### src/rtl/nes_pkg.sv
// rtl/nes_pkg.sv - shared constants for the NES pad emulator
package nes_pkg;

    // Serial order of the buttons on the data line (bit 0 leaves first)
    localparam int NES_BTN_A      = 0;
    localparam int NES_BTN_B      = 1;
    localparam int NES_BTN_SELECT = 2;
    localparam int NES_BTN_START  = 3;
    localparam int NES_BTN_UP     = 4;
    localparam int NES_BTN_DOWN   = 5;
    localparam int NES_BTN_LEFT   = 6;
    localparam int NES_BTN_RIGHT  = 7;

    localparam int NES_BITS = 8;

    // Frame state encoding
    localparam logic [1:0] ST_IDLE  = 2'd0;
    localparam logic [1:0] ST_LOAD  = 2'd1;
    localparam logic [1:0] ST_SHIFT = 2'd2;
    localparam logic [1:0] ST_DONE  = 2'd3;

    // Data line level when no button is reported (active-low line)
    localparam logic NES_IDLE_LEVEL = 1'b1;

    // Buttons are pressed=1 internally but travel active-low on the wire
    function automatic logic [NES_BITS-1:0] pad_word(input logic [NES_BITS-1:0] pressed);
        return ~pressed;
    endfunction

endpackage

### src/rtl/nes_pin_filter.sv
// rtl/nes_pin_filter.sv - synchroniser, glitch filter and edge strobes for one host pin
module nes_pin_filter #(
    parameter int FILTER_LEN = 4
) (
    input  logic clk,
    input  logic reset,
    input  logic pin,
    output logic level,
    output logic rise,
    output logic fall
);

    logic       sync0;
    logic       sync1;
    logic [3:0] count;

    // Two-flop synchroniser for the asynchronous pin
    always_ff @(posedge clk) begin
        if (reset) begin
            sync0 <= 1'b0;
            sync1 <= 1'b0;
        end else begin
            sync0 <= pin;
            sync1 <= sync0;
        end
    end

    // Accept a new level only after it has been stable for FILTER_LEN cycles; emit one-cycle strobes on change
    always_ff @(posedge clk) begin
        if (reset) begin
            level <= 1'b0;
            count <= 4'd0;
            rise  <= 1'b0;
            fall  <= 1'b0;
        end else begin
            rise <= 1'b0;
            fall <= 1'b0;
            if (sync1 != level) begin
                if (count == 4'(FILTER_LEN - 1)) begin
                    level <= sync1;
                    count <= 4'd0;
                    rise  <= sync1;
                    fall  <= ~sync1;
                end else begin
                    count <= count + 4'd1;
                end
            end else begin
                count <= 4'd0;
            end
        end
    end

endmodule

### src/rtl/nes_pad_emulator.sv
// rtl/nes_pad_emulator.sv - NES controller side: latch buttons, shift them out active-low
module nes_pad_emulator
    import nes_pkg::*;
#(
    parameter int FILTER_LEN     = 4,
    parameter int TIMEOUT_CYCLES = 2000000
) (
    input  logic       clk,
    input  logic       reset,
    input  logic       latch_in,
    input  logic       nes_clk_in,
    input  logic [7:0] buttons,
    output logic       data_out,
    output logic       frame_done,
    output logic       host_active,
    output logic [3:0] bit_idx
);

    localparam int WD_W = $clog2(TIMEOUT_CYCLES + 1);
    localparam logic [WD_W-1:0] WD_MAX = WD_W'(TIMEOUT_CYCLES);

    logic            latch_level;
    logic            latch_rise;
    logic            latch_fall;
    logic            clk_level;
    logic            clk_rise;
    logic            clk_fall;
    logic [1:0]      state;
    logic [7:0]      shift_reg;
    logic [WD_W-1:0] wd_count;

    nes_pin_filter #(.FILTER_LEN(FILTER_LEN)) u_latch_filter (
        .clk   (clk),
        .reset (reset),
        .pin   (latch_in),
        .level (latch_level),
        .rise  (latch_rise),
        .fall  (latch_fall)
    );

    nes_pin_filter #(.FILTER_LEN(FILTER_LEN)) u_clk_filter (
        .clk   (clk),
        .reset (reset),
        .pin   (nes_clk_in),
        .level (clk_level),
        .rise  (clk_rise),
        .fall  (clk_fall)
    );

    // Filtered levels and the nes_clk falling edge carry no meaning here: the host samples while nes_clk is high
    logic unused_pins;
    assign unused_pins = &{1'b0, latch_level, clk_level, clk_fall};

    // Frame sequencer: a latch rise always restarts the frame, even on top of a shift-clock edge
    always_ff @(posedge clk) begin
        if (reset) begin
            state      <= ST_IDLE;
            shift_reg  <= 8'hFF;
            bit_idx    <= 4'd0;
            data_out   <= NES_IDLE_LEVEL;
            frame_done <= 1'b0;
        end else begin
            frame_done <= 1'b0;
            if (latch_rise) begin
                state     <= ST_LOAD;
                shift_reg <= pad_word(buttons);
                bit_idx   <= 4'd0;
                data_out  <= ~buttons[NES_BTN_A];
            end else begin
                case (state)
                    ST_IDLE: begin
                        data_out <= NES_IDLE_LEVEL;
                    end
                    ST_LOAD: begin
                        shift_reg <= pad_word(buttons);
                        bit_idx   <= 4'd0;
                        data_out  <= ~buttons[NES_BTN_A];
                        if (latch_fall) begin
                            state <= ST_SHIFT;
                        end
                    end
                    ST_SHIFT: begin
                        if (clk_rise) begin
                            shift_reg <= {NES_IDLE_LEVEL, shift_reg[7:1]};
                            bit_idx   <= bit_idx + 4'd1;
                            if (bit_idx == 4'(NES_BITS - 1)) begin
                                data_out   <= NES_IDLE_LEVEL;
                                frame_done <= 1'b1;
                                state      <= ST_DONE;
                            end else begin
                                data_out <= shift_reg[1];
                            end
                        end
                    end
                    default: begin
                        data_out <= NES_IDLE_LEVEL;
                    end
                endcase
            end
        end
    end

    // Watchdog: host_active stays high for TIMEOUT_CYCLES cycles after each accepted latch rise
    always_ff @(posedge clk) begin
        if (reset) begin
            wd_count    <= '0;
            host_active <= 1'b0;
        end else if (latch_rise) begin
            wd_count    <= '0;
            host_active <= 1'b1;
        end else if (wd_count != WD_MAX) begin
            wd_count <= wd_count + 1'b1;
            if (wd_count == WD_MAX - 1'b1) begin
                host_active <= 1'b0;
            end
        end
    end

endmodule

### config.mk
export PLATFORM = sky130hd
export DESIGN_NAME = nes_pad_emulator
export DESIGN_NICKNAME = d
export VERILOG_FILES = /design/src/rtl/nes_pkg.sv /design/src/rtl/nes_pin_filter.sv /design/src/rtl/nes_pad_emulator.sv
export SDC_FILE = /design/constraint.sdc
export NUM_CORES = 1
export LEC_CHECK = 0
export CORE_MARGIN = 4
export CORE_UTILIZATION = 35
export CTS_CLUSTER_SIZE = 8
export DETAILED_ROUTE_END_ITERATION = 16
export PLACE_DENSITY = 0.51
export SETUP_SLACK_MARGIN = 0.3
export SKIP_LAST_GASP = 1
export SLEW_MARGIN = 25
export SYNTH_ARGS = -nofsm -noshare
export SYNTH_HDL_FRONTEND = slang
export SYNTH_HIERARCHICAL = 1
export SYNTH_SLANG_ARGS = --single-unit
### constraint.sdc
create_clock -name clk -period 2.5 [get_ports clk]
set_clock_uncertainty 0.2 [all_clocks]
set_input_delay 0.375 -clock clk [delete_from_list [all_inputs] [get_ports clk]]
set_output_delay 0.375 -clock clk [all_outputs]
set_load 0.005 [all_outputs]
After elaboration in Yosys (flattened, before gate mapping). Index checks and enable logic that the tools add are counted.

Register bits: 55. Input port bits: 12. Output and inout port bits: 7.

Add/sub/neg operators: 4. Equality and inequality tests: 15. Mux-type cells: 18. Bitwise operators: 9. Reduce and logical (&&, ||, !) cells: 17.

Operator list (count): adder 21 x 1 -> 21 bit (second input constant) (1); equality test 21 bit (second input constant) (1); inequality test 21 bit (second input constant) (1); two-way mux 8 bit (2); case mux 8 bit (2 select lines) (1); adder 4 x 1 -> 4 bit (second input constant) (3); OR reduction 3 bit (4); AND reduction 2 bit (5); equality test 4 x 2 -> 1 bit (second input constant) (2); two-way mux 1 bit (8); inverter 1 bit (8); inverter 8 bit (1); case mux 4 bit (2 select lines) (1); AND reduction 4 bit (2); two-way mux 2 bit (3); inequality test 3 x 1 -> 1 bit (second input constant) (2); nonzero test 2 bit (3); equality test 4 x 3 -> 1 bit (second input constant) (1); two-way mux 4 bit (1); inequality test 2 x 1 -> 1 bit (second input constant) (2); case mux 2 bit (2 select lines) (1); OR reduction 4 bit (1); inequality test 3 x 2 -> 1 bit (second input constant) (1); nonzero test 3 bit (1); other kinds (6) (7).

Logic depth before layout (Yosys ltp). Gate-level depths: netlist of the first run.

Depth after elaboration: 5. Depth in mapped cells: 8. Mapped depth without buffers: 6.

Hierarchy. The synthesis of the first run kept the hierarchy.

By module, submodules not included: nes_pad_emulator (times used 1, cells an instance 214, area an instance 1791.7 sq um); nes_pin_filter (u_latch_filter) (times used 1, cells an instance 27, area an instance 317.8 sq um); nes_pin_filter (u_clk_filter) (times used 1, cells an instance 29, area an instance 312.8 sq um).

Worst setup path after synthesis of the first run. Ideal clock, no wire load.

Kind: register to register. Start point: register wd_count[1]. End point: register wd_count[20]. Library setup time: 0.070 ns. Arrival: 1.951 ns. Path slack: 0.279 ns. Stages on the path, launching flop included: 7. Clock period less this slack: 2.221 ns. Path through: dfxtp_1 > ha_1 > nand3_2 > or4_1 > buf_2 > or4_1 > a21oi_1.

Longest elaborated chain between the ends: 1. Elaborated cells on any way between the ends: 2.

RTL lines: start, declared (RTL line nes_pad_emulator.sv:30) `logic [WD_W-1:0] wd_count;`; start signal, assigned (RTL line nes_pad_emulator.sv:112) `wd_count <= wd_count + 1'b1;`; adder 21 x 1 -> 21 bit / inequality test 21 bit (equally long branches) (RTL line nes_pad_emulator.sv:112, nes_pad_emulator.sv:111).

Several ways; a longest one is shown, not always the timed one. A chain may end at the register's enable or synchronous reset.

Worst setup path in the final report of the first run.
Start point: register wd_count[0]. End point: register wd_count[20].

The elaborated chain is that of the path after synthesis.

==> flow_metrics.env, run 1 <==
export IMPL_finalNetCount=313
export IMPL_avgViaCountPerCell=5.151
export IMPL_path_depth=5
export IMPL_cts_tree="built"
export IMPL_ctsHoldBuffers=0
export IMPL_grt_max_degree=20
export IMPL_rows=29
export IMPL_dp_cells=361
export IMPL_path_common_cell="or4_4"
export IMPL_critPathMaxStageDelay_ns=0.59
export IMPL_grt_pass1_wl_mm=8.224
export IMPL_cts_num_sinks=54
export IMPL_finalSetupTns_ns=0
export IMPL_power_frac_clock_pct=36.8
export IMPL_routed_wl_mm=4.785
export IMPL_worst_pin_slew_ns=0.5110
export IMPL_syn_cell_area_um2=2394
export IMPL_nFillCells=662
export IMPL_dpl_hpwl_mm=3.366
export IMPL_crit_chain="ha_4 > nand3_4 > or4_4 > or4_4 > a21oi_2"
export IMPL_path_clk_slew_ns=0.10
export IMPL_whs_ns=0.2460
export IMPL_first_pass_iters=4
export IMPL_mostFrequentLayoutCells="52 x dfxtp_1, 39 x nor2_1, 20 x nand2_1, 18 x a21oi_1, 18 x clkdlybuf4s50_1"
export IMPL_portBuffers=18
export IMPL_grt_overflow_total=0
export IMPL_critPathRequiredTime_ns=2.55
export IMPL_fin_cells=372
export IMPL_die_w_um=90.70
export IMPL_ys_warn_count=6
export IMPL_initial_core_util_pct=36.85
export IMPL_timing_critical_path_buf_inv=0
export IMPL_vdd_drop_max_mv=0.2147
export IMPL_cts_buffers=5
export IMPL_fp_dieH_um=90.70
export IMPL_ant_nets=0
export IMPL_fin_crit_ns=2.126
export IMPL_area_delta_synth_final_pct=19.60
export IMPL_gp_congestion=0.7103
export IMPL_criticalPathCategory="flop to flop"
export IMPL_path_delay_family="simple AND/OR/NAND/NOR gates"
export IMPL_num_io_pins=19
export IMPL_setup_viol_count_final=0
export IMPL_coreArea_um2=6495
export IMPL_drive_gt1_share_pct=13.90
export IMPL_combPwrFrac_pct=6.8
export IMPL_routedWlPerCell_um=12.86
export IMPL_min_path_type="flop to flop"
export IMPL_vias=1916
export IMPL_p_leak_nw=1.001
export IMPL_syn_inst=268
export IMPL_hold_path_depth=1
export IMPL_outcome="finished, final reports clean"
export IMPL_track_usage_pct=12.01
export IMPL_max_freq_mhz=470.5
export IMPL_worstPathArrival_ns=2.17
export IMPL_min_period_over_period_pct=85.02
export IMPL_p_int_mw=1.231
export IMPL_final_common_cell="dfxtp_1"
export IMPL_max_slew_margin_pct=65.81
export IMPL_clk_latency_ns=0.30
export IMPL_cap_violations=0
export IMPL_drc=0
export IMPL_endpoint_kind="flop"
export IMPL_syn_nets=287
export IMPL_die_area_um2=8226
export IMPL_drt_iter0_drc=77
export IMPL_p_sw_share_pct=22.39
export IMPL_reg2reg_depth=5
export IMPL_cts_buffer_depth=2
export IMPL_antenna_found_initial=0
export IMPL_p_sw_uw=355.2
export IMPL_powerDensity_nw_per_um2=554.3
export IMPL_num_antenna_cells=0
export IMPL_p_seq_share_pct=56.4
export IMPL_hold_violations=0
export IMPL_htree_levels=2
export IMPL_largest_register_ff_count=21
export IMPL_root_buffer="clkbuf_8"
export IMPL_fin_util_pct=44.08
export IMPL_startpoint_type="flop"
export IMPL_grt_pass1_vias=1763
export IMPL_power_mw=1.587
export IMPL_rsz0062_at_grt="no"
export IMPL_slowest_stage="or4_4"
export IMPL_cp_max_fo=7
export IMPL_final_max_slew_violation_count=0
export IMPL_syn_area_per_cell_um2=8.931
## worst paths after layout
path / startpoint / endpoint / slack [ns]
worst max-delay path: wd_count[0] / wd_count[20] / 0.37
worst min-delay path: u_latch_filter/sync0 / u_latch_filter/sync1 / 0.25
worst max register to register: wd_count[0] / wd_count[20] / 0.37
worst min register to register: u_latch_filter/sync0 / u_latch_filter/sync1 / 0.25
## power groups by stage
stage                     clock network (mW)  logic (mW)  registers, mW
after CTS                              0.614       0.109          0.896
after floorplan                            0      0.0680          0.911
final                                  0.584       0.107          0.895
after detailed placement                   0       0.108          0.915
after global placement                     0       0.108          0.914
after global routing                   0.650       0.120          0.899
## final cells by class
class,instances,area [µm²],area share [%]
well taps,77,96.34,3.365
multi-input cells,192,1260,44.01
clock inverters,2,37.54,1.311
inverters,12,45.04,1.573
clock buffers,6,72.57,2.535
repair buffers,29,262.8,9.178
flip-flops and latches,54,1089,38.02
## stage by stage
step                      setup slack, ns  cell area, µm²
final                              0.3745            2863
after global routing               0.2987            2863
after CTS                          0.3045            2835
after detailed placement           0.1554            2703
after global placement             0.1744            2703
after floorplan                    0.3046            2405
## metal layers
metal | vias up | share of wire (%) | GRT usage [%]
met2 | 21 | 45 | 19.39
met4 | 0 | 1.4 | 3.827
met3 | 6 | 2.9 | 2.417
met5 | - | 0 | 0
met1 | 888 | 51 | 16.01
li1 | 1001 | - | -
## repair_timing
item                                   in CTS  in global routing
endpoints found under the hold margin       0                  0
resized for setup                           3                  4
pin swaps                                   1                  3
setup buffers                               1                  2
cloned                                      0                  0
setup endpoints to repair                   4                  4
## worst register-to-register path, cell delays in order (launching register included)
cell	delay [ns]
dfxtp_4	0.38
ha_4	0.15
nand3_4	0.10
or4_4	0.59
or4_4	0.53
a21oi_2	0.12
No activity file was read; power rests on OpenSTA's default activity.
==> inputs of run 2 (changes only) <==
CAP_MARGIN = 25   (was default)
CTS_BUF_LIST = sky130_fd_sc_hd__clkbuf_16   (was default)
==> run 2 against run 1 <==
  * Non-clock buffer count is the same
  * Sequential power about the same
  * Global-route usage rose by 0.23 points
  * Die area did not move
  * First-iteration DRC count grew 21%
  * Cell area rose by 2.0%
  * Register-to-register slack about the same
  * Highest routed layer unchanged
==> flow_metrics.env, run 2 (synthesized netlist as in run 1, its figures left out) <==
export IMPL_final_max_slew_violation_count=0
export IMPL_path_clk_slew_ns=0.07
export IMPL_rsz0062_at_grt="no"
export IMPL_num_antenna_cells=0
export IMPL_outcome="finished, final reports clean"
export IMPL_hold_violations=0
export IMPL_worstPathArrival_ns=2.15
export IMPL_postLayoutCellArea_um2=2919
export IMPL_min_period_over_period_pct=84.78
export IMPL_setup_ws_ns=0.3805
export IMPL_root_buffer="clkbuf_16"
export IMPL_min_path_type="flop to flop"
export IMPL_vdd_drop_max_mv=0.3472
export IMPL_max_slew_margin_pct=65.93
export IMPL_largest_register_ff_count=21
export IMPL_max_freq_mhz=471.8
export IMPL_initial_core_util_pct=36.85
export IMPL_ant_nets=0
export IMPL_mostFrequentLayoutCells="52 x dfxtp_1, 39 x nor2_1, 20 x nand2_1, 18 x a21oi_1, 18 x clkdlybuf4s50_1"
export IMPL_die_w_um=90.70
export IMPL_placed_cell_area_um2=2703
export IMPL_area_delta_synth_final_pct=21.96
export IMPL_final_common_cell="dfxtp_1"
export IMPL_finalNetCount=313
export IMPL_num_io_pins=19
export IMPL_cts_num_sinks=54
export IMPL_grt_overflow_total=0
export IMPL_p_leak_nw=1.031
export IMPL_dpl_hpwl_mm=3.366
export IMPL_worst_pin_slew_ns=0.5091
export IMPL_drt_iter0_drc=93
export IMPL_rows=29
export IMPL_startpoint_type="flop"
export IMPL_clk_latency_ns=0.29
export IMPL_die_area_um2=8226
export IMPL_vias=1912
export IMPL_portBuffers=18
export IMPL_post_place_ws_ns=0.1554
export IMPL_finalSetupTns_ns=0
export IMPL_routedWlPerCell_um=12.95
export IMPL_grt_pass1_vias=1780
export IMPL_cts_buffer_depth=2
export IMPL_power_mw=1.779
export IMPL_first_pass_iters=4
export IMPL_cp_max_fo=7
export IMPL_routed_wl_mm=4.816
export IMPL_htree_levels=2
export IMPL_track_usage_pct=12.24
export IMPL_cts_tree="built"
export IMPL_nFillCells=656
export IMPL_powerDensity_nw_per_um2=609.6
export IMPL_fp_dieH_um=90.70
export IMPL_grt_pass1_wl_mm=8.307
export IMPL_drive_gt1_share_pct=13.90
export IMPL_avgViaCountPerCell=5.140
export IMPL_criticalPathCategory="flop to flop"
export IMPL_antenna_found_initial=0
export IMPL_critPathRequiredTime_ns=2.53
export IMPL_cap_violations=0
export IMPL_coreArea_um2=6495
export IMPL_fin_crit_ns=2.120
export IMPL_grt_max_degree=20
export IMPL_gp_congestion=0.7103
export IMPL_endpoint_kind="flop"
export IMPL_drc=0
export IMPL_cts_buffers=5
export IMPL_setup_viol_count_final=0
export IMPL_whs_ns=0.2402
-- run 2: repair_timing --
action / in CTS / in global routing
gates cloned: 0 / 0
buffers inserted: 1 / 2
pin swaps: 1 / 3
gates resized for setup: 3 / 4
endpoints found under the setup margin: 4 / 4
hold buffers: 0 / 0
-- run 2: through the flow --
stage | utilization [%] | cells
after floorplan | - | 268
after global placement | 41.61 | 361
after detailed placement | 41.61 | 361
after CTS | 44.52 | 370
after global routing | 44.94 | 372
final | 44.94 | 372
-- run 2: worst paths after layout --
check,startpoint,to,slack (ns),depth (start not counted)
setup / recovery,wd_count[0],wd_count[20],0.38,5
hold / removal,u_latch_filter/sync0,u_latch_filter/sync1,0.24,1
setup reg to reg,wd_count[0],wd_count[20],0.38,5
hold reg to reg,u_latch_filter/sync0,u_latch_filter/sync1,0.24,1
-- run 2: worst max-delay path: stages (launching register included) --
cell,delay (ns)
dfxtp_4,0.37
ha_4,0.15
nand3_4,0.10
or4_4,0.59
or4_4,0.53
a21oi_2,0.12
-- run 2: area by class of cell --
| class | count | area (µm²) | share of cell area, % |
|---|---|---|---|
| multi-input cells | 192 | 1260 | 43.16 |
| flip-flops and latches | 54 | 1089 | 37.29 |
| repair buffers | 29 | 262.8 | 9.001 |
| clock buffers | 5 | 125.1 | 4.286 |
| well taps | 77 | 96.34 | 3.300 |
| inverters | 12 | 45.04 | 1.543 |
| clock inverters | 3 | 41.29 | 1.414 |
-- run 2: per-layer routing --
metal  GRT usage (%)  up-vias  routed length [µm]
li1                -     1003                   -
met2           19.64       18                2184
met4           4.209        0                  72
met1           16.01      886                2422
met3           2.917        5                 136
met5               0        -                   0
-- run 2: power breakdown --
group          internal (mW)  switching, mW
Clock                  0.469          0.308
Combinational         0.0524         0.0548
Sequential             0.880         0.0155
Total                   1.40          0.378
